===== config.mk =====
export PLATFORM = sky130hd
export DESIGN_NAME = debounce_multi
export DESIGN_NICKNAME = d
export VERILOG_FILES = /design/src/rtl/debounce_pkg.sv /design/src/rtl/debounce_ch.sv /design/src/rtl/debounce_multi.sv
export SDC_FILE = /design/constraint.sdc
export NUM_CORES = 1
export LEC_CHECK = 0
export ABC_AREA = 1
export CAP_MARGIN = 20
export CORE_ASPECT_RATIO = 0.7
export CORE_MARGIN = 1.5
export CORE_UTILIZATION = 60
export CTS_BUF_LIST = sky130_fd_sc_hd__clkbuf_16
export DETAILED_ROUTE_END_ITERATION = 8
export PLACE_DENSITY = 0.81
export SKIP_LAST_GASP = 1
export SLEW_MARGIN = 20
export SYNTH_ARGS = -nofsm -noshare
export SYNTH_HDL_FRONTEND = slang
export SYNTH_SLANG_ARGS = --single-unit

===== constraint.sdc =====
create_clock -name clk -period 3 [get_ports clk]
set_input_delay 0.6 -clock clk [delete_from_list [all_inputs] [get_ports clk]]
set_output_delay 0.6 -clock clk [all_outputs]
set_load 0.005 [all_outputs]

===== src/rtl/debounce_pkg.sv =====
// rtl/debounce_pkg.sv - shared widths and timing constants for the button debouncer
package debounce_pkg;

    localparam int CLK_HZ = 50_000_000;
    localparam int CYCLES_PER_MS = CLK_HZ / 1000;

    // Counter width for a value range of n states; never narrower than one bit.
    function automatic int cnt_w(input int n);
        return (n <= 2) ? 1 : $clog2(n);
    endfunction

    function automatic int ms_to_cycles(input int ms);
        return ms * CYCLES_PER_MS;
    endfunction

endpackage


===== src/rtl/debounce_ch.sv =====
// rtl/debounce_ch.sv - one button channel: synchroniser, debounce window, hold timer, pulses
module debounce_ch
    import debounce_pkg::*;
#(
    parameter int DB_CYCLES   = 1_000_000,
    parameter int HOLD_CYCLES = 50_000_000,
    parameter int ACTIVE_LOW  = 0
) (
    input  logic clk,
    input  logic rst_n,
    input  logic btn_i,
    output logic state_o,
    output logic press_o,
    output logic release_o,
    output logic long_o
);

    localparam int DB_W   = cnt_w(DB_CYCLES);
    localparam int HOLD_W = cnt_w(HOLD_CYCLES + 1);
    localparam logic              POL      = (ACTIVE_LOW != 0);
    localparam logic [DB_W-1:0]   DB_LAST  = DB_W'(DB_CYCLES - 1);
    localparam logic [HOLD_W-1:0] HOLD_MAX = HOLD_W'(HOLD_CYCLES);
    localparam logic [HOLD_W-1:0] HOLD_PRE = HOLD_W'(HOLD_CYCLES - 1);

    logic              sync0_q, sync1_q;
    logic [DB_W-1:0]   db_cnt_q, db_cnt_d;
    logic              state_q, state_d;
    logic [HOLD_W-1:0] hold_q, hold_d;
    logic              press_q, press_d;
    logic              rel_q, rel_d;
    logic              long_q, long_d;

    always_comb begin
        db_cnt_d = '0;
        state_d  = state_q;
        press_d  = 1'b0;
        rel_d    = 1'b0;
        if (sync1_q != state_q) begin
            if (db_cnt_q == DB_LAST) begin
                state_d = sync1_q;
                press_d = sync1_q;
                rel_d   = !sync1_q;
            end else begin
                db_cnt_d = db_cnt_q + 1'b1;
            end
        end

        // Long pulse is withheld if the release lands on the same edge.
        hold_d = '0;
        long_d = 1'b0;
        if (state_q) begin
            hold_d = (hold_q == HOLD_MAX) ? hold_q : hold_q + 1'b1;
            long_d = state_d && (hold_q == HOLD_PRE);
        end
    end

    always_ff @(posedge clk or negedge rst_n) begin
        if (!rst_n) begin
            sync0_q  <= 1'b0;
            sync1_q  <= 1'b0;
            db_cnt_q <= '0;
            state_q  <= 1'b0;
            hold_q   <= '0;
            press_q  <= 1'b0;
            rel_q    <= 1'b0;
            long_q   <= 1'b0;
        end else begin
            sync0_q  <= btn_i ^ POL;
            sync1_q  <= sync0_q;
            db_cnt_q <= db_cnt_d;
            state_q  <= state_d;
            hold_q   <= hold_d;
            press_q  <= press_d;
            rel_q    <= rel_d;
            long_q   <= long_d;
        end
    end

    assign state_o   = state_q;
    assign press_o   = press_q;
    assign release_o = rel_q;
    assign long_o    = long_q;

endmodule


===== src/rtl/debounce_multi.sv =====
// rtl/debounce_multi.sv - N_CH independent debounced buttons with a registered any-pressed flag
module debounce_multi
    import debounce_pkg::*;
#(
    parameter int N_CH        = 4,
    parameter int DB_CYCLES   = 1_000_000,
    parameter int HOLD_CYCLES = 50_000_000,
    parameter int ACTIVE_LOW  = 0
) (
    input  logic            clk,
    input  logic            rst_n,
    input  logic [N_CH-1:0] btn_in,
    output logic [N_CH-1:0] state_o,
    output logic [N_CH-1:0] press_o,
    output logic [N_CH-1:0] release_o,
    output logic [N_CH-1:0] long_o,
    output logic            any_o
);

    logic any_q;

    for (genvar i = 0; i < N_CH; i++) begin : g_ch
        debounce_ch #(
            .DB_CYCLES  (DB_CYCLES),
            .HOLD_CYCLES(HOLD_CYCLES),
            .ACTIVE_LOW (ACTIVE_LOW)
        ) u_ch (
            .clk      (clk),
            .rst_n    (rst_n),
            .btn_i    (btn_in[i]),
            .state_o  (state_o[i]),
            .press_o  (press_o[i]),
            .release_o(release_o[i]),
            .long_o   (long_o[i])
        );
    end

    always_ff @(posedge clk or negedge rst_n) begin
        if (!rst_n) begin
            any_q <= 1'b0;
        end else begin
            any_q <= |state_o;
        end
    end

    assign any_o = any_q;

endmodule


== Word level (Yosys, flattened, before mapping) ==
Index checks and enable logic that the tools add are counted.
Widths: inputs -> output; s select.

* Bits in registers: 209
* Bits of input ports: 6
* Output and inout bits: 17
* Logic and storage cells: 114

* Add/sub/neg operators: 8
* Equality and inequality tests: 20
* Muxes and demuxes: 44
* Reductions and logical operators: 9

{| class="wikitable"
|+ Operator list
! operator !! count
|-
| $eq 26x26->1 const B || 8
|-
| $mux 26 || 8
|-
| $mux 20 || 8
|-
| $add 26x1->26 const B || 4
|-
| $add 20x1->20 const B || 4
|-
| $eq 20x20->1 const B || 4
|-
| $mux 1 || 28
|-
| $ne 2x2->1 const B || 4
|-
| $logic_and 1x1->1 || 4
|-
| $logic_not 1->1 || 4
|-
| $ne 1x1->1 || 4
|-
| $reduce_or 4->1 || 1
|}

== Depth between registers and ports, before layout ==
Gate-level depths: netlist (run 1).

* Depth in word-level cells: 5
* Mapped depth: 11
* Mapped depth without buffers: 11

== Modules after synthesis ==
From an unflattened synthesis (run 1), not the netlist that was laid out.

* Cells, all modules: 1634
* Area, all modules: 11956.5 µm²

{| class="wikitable"
|+ Modules (own cells, without submodules)
! module !! times used !! cells an instance !! area each (µm²) !! sequential area each (µm²)
|-
| debounce_ch at g_ch[0].u_ch ... || 3 || 407 || 2972.9 || 1301.2
|-
| debounce_ch at g_ch[1].u_ch || 1 || 409 || 3001.6 || 1301.2
|-
| debounce_multi || 1 || 4 || 36.3 || 25.0
|}

== Worst setup path after synthesis (run 1) ==
OpenSTA, ideal clock, no wires.

* Kind: register -> register
* Start point: register g_ch[3].u_ch.db_cnt_q[0]
* End point: register g_ch[3].u_ch.db_cnt_q[17]
* Setup time: 0.119 ns
* Data arrival time: 1.325 ns
* Required time: 2.881 ns
* Setup slack: 1.556 ns
* Cell stages (with the launch flop): 10
* Buffers on the path: 1
* Period minus slack after synthesis: 1.444 ns
* Path through: dfrtp_1 ha_1 buf_4 inv_1 nor3_4 nand3_1 nand2_1 inv_1 nand2_1 nor2_1

* Word-level cells in the longest chain between the ends: 3
* Elaborated cells between the ends (all ways): 4
* Those cells by class: add/sub (1); eq/ne (1); mux (2)

{| class="wikitable"
|+ Ends and longest elaborated chain
! item !! RTL line !! text
|-
| start: declaration || debounce_ch.sv:26 || <nowiki>logic [DB_W-1:0] db_cnt_q, db_cnt_d;</nowiki>
|-
| start signal: assignment || debounce_ch.sv:70 || <nowiki>db_cnt_q <= db_cnt_d;</nowiki>
|-
| $add 20x1->20 or $eq 20x20->1 (tied branches) || debounce_ch.sv:44, debounce_ch.sv:39 ||
|-
| $mux 20 (*) || debounce_ch.sv:39 || <nowiki>if (db_cnt_q == DB_LAST) begin</nowiki>
|-
| $mux 20 (*) || debounce_ch.sv:38 || <nowiki>if (sync1_q != state_q) begin</nowiki>
|-
| via g_ch[3].u_ch.db_cnt_d[17] || debounce_ch.sv:26 ||
|}

Mark *: on every way through the listed nets, which the timed path passes. The rest lies on a longest branch.
A chain may end at the register's enable or synchronous reset.

== Worst setup path in the final report (run 1) ==
* Start point: register g_ch[1].u_ch.state_q
* End point: output port state_o[1]

{| class="wikitable"
|+ RTL lines
! item !! RTL line !! text
|-
| start: declaration || debounce_ch.sv:27 || <nowiki>logic state_q, state_d;</nowiki>
|-
| start signal: assignment || debounce_ch.sv:71 || <nowiki>state_q <= state_d;</nowiki>
|-
| end: declaration || debounce_multi.sv:13 || <nowiki>output logic [N_CH-1:0] state_o,</nowiki>
|}

No word-level cell between the ends.

==> impl_metrics.json, run 1 <==
{
  "fin_cells": 1911,
  "antenna_left": 0,
  "startpoint": "g_ch[1].u_ch.state_o",
  "placedCellCount": 1874,
  "core_area_mm2": 0.0190,
  "die_w_um": 170,
  "area_growth_pct": 9.31,
  "status": "finished, final reports clean",
  "worstSkewPairLatency_ns": 0.51,
  "slowest_stage": "dfrtp_1",
  "async_flop_share_pct": 100,
  "synth_area_leaders": "dfrtp_1, nand2_1, nor2_1, inv_1, nand3_1",
  "cpLargestDelayFamily": "flip-flops",
  "post_cts_resized": 0,
  "power_density_mw_per_mm2": 433,
  "critical_path_required_ns": 2.40,
  "floorplan.initialDensity_pct": 61.5,
  "setup_slack_ns": 0.435,
  "die-area_mm2": 0.0203,
  "postCtsSetupRepairBufs": 0,
  "grt_pass1_vias": 9365,
  "drive_gt1_share_pct": 5.34,
  "wirelength_um": 24700,
  "critPathMaxFanout": 25,
  "rrSetupSlack_ns": 0.86,
  "antenna_found_initial": 0,
  "r2r_start": "g_ch[1].u_ch.state_o",
  "htreeDepth": 1,
  "tightest_slew_ns": 0.843,
  "path_class": "reg2out",
  "placed_cell_area_mm2": 0.0121,
  "rsz0062_at_grt": "no",
  "worstSetupPathDepth": 1,
  "gp_congestion": 0.917,
  "endpoint": "state_o[1]",
  "cts_buffer_depth": 3,
  "start_kind": "flop",
  "setup_violations": 0,
  "drc_errors": 0,
  "yosysMostFrequentCell": "nand2_1",
  "slew_headroom_pct": 43.6,
  "power.total_w": 0.00552,
  "grt_pass1_wl_um": 43900,
  "dr.pass1.iters": 9,
  "critPathMaxStageDelay_ns": 0.83,
  "hp-class": "in2async",
  "cts_hold_buf": 0,
  "drv_slew": 0,
  "end_kind": "primary output",
  "clock_skew_ns": 0.00894,
  "cts_tree": "done",
  "finalHoldViolations": 0,
  "wl_per_cell_um": 12.9,
  "max_freq_mhz": 390,
  "reg2reg_depth": 7,
  "syn-num-nets": 1631,
  "synth_ff_type": "dfrtp_1",
  "synth_top_area_share_pct": 44.8,
  "leakagePower_nw": 5.42,
  "grt_use_total_pct": 26.0,
  "synthTopCellsByCount": "nand2_1, nor2_1, dfrtp_1",
  "period_share_pct": 85.5,
  "syn_area_per_cell_um2": 7.23,
  "ys_types": 37,
  "synth_edf_count": 0,
  "vias": 10100,
  "fin_tns_setup_ns": 0,
  "post-route-min-period_ns": 2.57,
  "routed_via_density": 5.26,
  "cts.sinks": 209,
  "dpl_worst_slack_ns": 0.859,
  "final_area_mm2": 0.0128,
  "rr_endpoint": "g_ch[1].u_ch.db_cnt_q[17]",
  "crit_buf_inv": 1,
  "port_buffers": 22,
  "ir_worst_vdd_mv": 0.405,
  "syn-cell-area_mm2": 0.0117,
  "n_antenna_cell": 0,
  "fp.dieH_um": 120,
  "clk_pin_slew_worst_paths_ns": 0.06,
  "worstPathCellList": "clkdlybuf4s50_1",
  "yosysTopAreaCell": "dfrtp_1",
  "ios": 23,
  "max_cap_viol_count": 0,
  "grt_max_degree": 65,
  "syn_inst": 1613,
  "place_hpwl_um": 18000,
  "ys_warn_count": 0,
  "synth_seq_cells": 209,
  "ys_seq_area_share_pct": 44.8,
  "crit_arrival_ns": 1.97,
  "final_nets": 1651,
  "drt_iter0_markers": 904,
  "rows": 42,
  "gr-total-overflow": 0,
  "cts_buffers": 21,
  "cts_root_buf": "clkbuf_16"
}
registers in the layout, indices dropped and copies added (netlist names):
register,flops
g_ch.u_ch.release_o,4
g_ch.u_ch.hold_q,104
g_ch.u_ch.press_o,4
g_ch.u_ch.sync0_q,4
any_o,1
g_ch.u_ch.long_o,4
g_ch.u_ch.sync1_q,4
g_ch.u_ch.state_o,4
g_ch.u_ch.db_cnt_q,80
layer usage:
layer / track usage, % / wire length [um] / share of wire [%] / vias to the layer above
li1: - / - / - / 5097
met1: 40.7 / 12500 / 51 / 4614
met2: 37.9 / 10200 / 41 / 309
met3: 3.69 / 1570 / 6.4 / 40
met4: 5.75 / 425 / 1.7 / 0
met5: 0 / 0 / 0 / -
stage by stage:
stage,utilization [%],hold WS [ns]
floorplan,-,0.304
global placement,63.8,0.333
detailed placement,63.8,0.339
CTS,67.2,0.0417
global route,67.2,0.0571
finish,67.2,0.0344
power by group:
part           internal, W  switching, W
logic            0.0000322     0.0000950
clock network      0.00145       0.00109
registers          0.00284     0.0000143
total              0.00432       0.00120
how the worst min path moves through the flow:
stage	start	endpoint	slack [ns]
2_1_floorplan	rst_n	any_o	0.30
3_3_place_gp	g_ch[0].u_ch.sync0_q	g_ch[0].u_ch.sync1_q	0.33
3_5_place_dp	g_ch[0].u_ch.sync0_q	g_ch[0].u_ch.sync1_q	0.34
4_1_cts	rst_n	g_ch[1].u_ch.long_o	0.04
5_1_grt	rst_n	g_ch[1].u_ch.hold_q[0]	0.06
6_report	rst_n	g_ch[1].u_ch.hold_q[2]	0.03
layout make-up:
| cell class | instances | area (um^2) |
|---|---|---|
| clock inverters | 16 | 130 |
| inverters | 168 | 633 |
| fillers | 1595 | 6220 |
| repair buffers | 30 | 310 |
| well taps | 264 | 330 |
| clock buffers | 21 | 526 |
| multi-input cells | 1203 | 5590 |
| flip-flops and latches | 209 | 5230 |
kinds of logic (layout without fill, tap and decap cells):
family,after synthesis,after routing,share of synthesized area (%)
buffers and inverters,201,235,7.23
adders and majority gates,12,12,1.29
xor gates and xnor gates,61,61,4.58
and+or+nand+nor,1028,1028,37.5
AOI/OAI and AO/OA,102,102,4.55
DFF,209,209,44.8
cells in the final DEF (no fill, tap or decap), types with 3 or more instances in the layout:
cell / n
a21oi_1: 55
xor2_1: 36
nor2_1: 382
and2_1: 4
inv_1: 168
clkinv_1: 6
nand3_2: 4
ha_1: 12
nand2_1: 399
xnor2_1: 25
buf_4: 6
nand4_1: 33
dfrtp_1: 209
clkdlybuf4s50_1: 21
o21a_1: 3
clkbuf_16: 21
nor3_1: 43
nor2_2: 25
nand2_2: 7
nand3b_1: 5
nand3_1: 110
nor2_4: 6
o21ai_0: 37
(Power assumes the default switching activity.)
==> run 2, diff against run 1 <==
--- a/config.mk
+++ b/config.mk
@@ -7,12 +7,11 @@
 export LEC_CHECK = 0
 export ABC_AREA = 1
 export CAP_MARGIN = 20
-export CORE_ASPECT_RATIO = 0.7
 export CORE_MARGIN = 1.5
-export CORE_UTILIZATION = 60
+export CORE_UTILIZATION = 57
 export CTS_BUF_LIST = sky130_fd_sc_hd__clkbuf_16
 export DETAILED_ROUTE_END_ITERATION = 8
-export PLACE_DENSITY = 0.81
+export PLACE_DENSITY = 0.78
 export SKIP_LAST_GASP = 1
 export SLEW_MARGIN = 20
 export SYNTH_ARGS = -nofsm -noshare
==> run 2 against run 1 <==
Global-route usage down 2.1 points. Critical path type unchanged. Non-clock buffer count rose by 2. Largest power group unchanged. Count of clock-buffer cells in the layout up 2. Routed wire length fell by 1.2%. Register-to-register slack improved by 0.06 ns. Flip-flop and latch count unchanged. Utilization down 3.6 points. Clock skew barely moved. Via count up 0.53%. Power up 3.0%. Design area is 0.63% higher. Largest cell class unchanged. Final cell count rose by 0.58%.
==> impl_metrics.json, run 2 (synthesized netlist as in run 1, its figures left out) <==
{
  "fp.dieH_um": 146,
  "vias": 10100,
  "wirelength_um": 24400,
  "cpLargestDelayFamily": "flip-flops",
  "n_antenna_cell": 0,
  "gp_congestion": 0.905,
  "end_kind": "primary output",
  "antenna_found_initial": 0,
  "rows": 52,
  "hp-class": "in2async",
  "critPathMaxStageDelay_ns": 0.84,
  "grt_max_degree": 75,
  "cts_hold_buf": 0,
  "regMostFlops": "g_ch.u_ch.hold_q",
  "port_buffers": 22,
  "clkPwrFrac_pct": 47.5,
  "cts.sinks": 209,
  "period_share_pct": 86.1,
  "wl_per_cell_um": 12.7,
  "most-common-layout-cells": "nand2_1, nor2_1, dfrtp_1",
  "max_freq_mhz": 387,
  "floorplan.initialDensity_pct": 57.8,
  "clk_pin_slew_worst_paths_ns": 0.06,
  "cts_buffers": 23,
  "area_growth_pct": 10.0,
  "worstPathCellList": "clkdlybuf4s50_1",
  "internal-power_w": 0.00444,
  "clock_skew_ns": 0.00846,
  "fin_tns_setup_ns": 0,
  "die-area_mm2": 0.0213,
  "crit_arrival_ns": 1.98,
  "finalHoldViolations": 0,
  "routed_via_density": 5.26,
  "antenna_left": 0,
  "dpl_worst_slack_ns": 0.930,
  "dr.pass1.iters": 5,
  "cts_buffer_depth": 3,
  "rsz0062_at_grt": "no",
  "crit_buf_inv": 1,
  "drv_slew": 0,
  "drive_gt1_share_pct": 5.81,
  "setup_slack_ns": 0.417,
  "drt_iter0_markers": 571,
  "cts_root_buf": "clkbuf_16",
  "cts_tree": "done",
  "path_class": "reg2out",
  "post-route-min-period_ns": 2.58,
  "slowest_stage": "dfrtp_1",
  "largest_reg_flops": 104,
  "gr-total-overflow": 0,
  "power.total_w": 0.00568,
  "final_nets": 1655,
  "start_kind": "flop",
  "ir_worst_vdd_mv": 0.341,
  "grt_pass1_vias": 9464,
  "seqPwrFrac_pct": 50.2,
  "drc_errors": 0,
  "switching_power_w": 0.00125,
  "core_area_mm2": 0.0202,
  "setup_violations": 0,
  "power_density_mw_per_mm2": 443,
  "ios": 23,
  "grt_pass1_wl_um": 43200,
  "die_w_um": 146,
  "p_comb_share_pct": 2.3,
  "critical_path_required_ns": 2.40,
  "grt_use_total_pct": 23.9,
  "tightest_slew_ns": 0.767,
  "place_hpwl_um": 17400,
  "post_cts_resized": 0,
  "top_regs": "g_ch.u_ch.hold_q x104, g_ch.u_ch.db_cnt_q x80",
  "mostFrequentLayoutCell": "nand2_1",
  "max_cap_viol_count": 0,
  "swShare_pct": 21.9,
  "postCtsSetupRepairBufs": 0,
  "leakagePower_nw": 5.47,
  "htreeDepth": 1,
  "slew_headroom_pct": 48.9,
  "status": "finished, final reports clean",
  "worstSkewPairLatency_ns": 0.51,
  "critPathMaxFanout": 25
}
[run 2: per-layer routing]
metal	part of all wire [%]	track usage, %	vias to the layer above
met2	47	40.1	189
met1	47	32.9	4772
met3	3.8	3.13	46
met4	2.2	6.21	0
met5	0	0	-
li1	-	-	5106
[run 2: area by class of cell]
| type | instances | area [um^2] |
|---|---|---|
| inverters | 168 | 633 |
| repair buffers | 32 | 325 |
| flip-flops and latches | 209 | 5230 |
| clock buffers | 23 | 576 |
| clock inverters | 17 | 138 |
| multi-input cells | 1203 | 5590 |
| fillers | 1787 | 7340 |
| well taps | 270 | 338 |
[run 2: path summary, 6_finish.rpt]
kind	start	cells past startpoint	endpoint	slack [ns]
hold / removal	rst_n	1	g_ch[3].u_ch.db_cnt_q[16]	0.05
setup / recovery	g_ch[1].u_ch.state_o	1	state_o[1]	0.42
hold reg to reg	g_ch[1].u_ch.sync0_q	0	g_ch[1].u_ch.sync1_q	0.36
max in group asynchronous	rst_n	2	g_ch[0].u_ch.hold_q[11]	2.19
min in group clk	g_ch[1].u_ch.sync0_q	0	g_ch[1].u_ch.sync1_q	0.36
setup reg to reg	g_ch[1].u_ch.state_o	7	g_ch[1].u_ch.db_cnt_q[19]	0.92
[run 2: power by group through the flow]
stage                     combinational [W]  clock (W)  sequential, W
final                              0.000129    0.00270        0.00285
after global routing               0.000154    0.00287        0.00285
after detailed placement           0.000133          0        0.00290
after global placement             0.000129          0        0.00290
after floorplan                   0.0000505          0        0.00290
after CTS                          0.000136    0.00277        0.00285
[run 2: per-stage QoR]
stage	hold slack, ns	utilization [%]	instances	area (um^2)
floorplan	0.304	-	1613	11700
global placement	0.335	60.1	1882	12100
detailed placement	0.342	60.1	1882	12100
CTS	0.0656	63.6	1922	12800
global route	0.0819	63.6	1922	12800
finish	0.0452	63.6	1922	12800
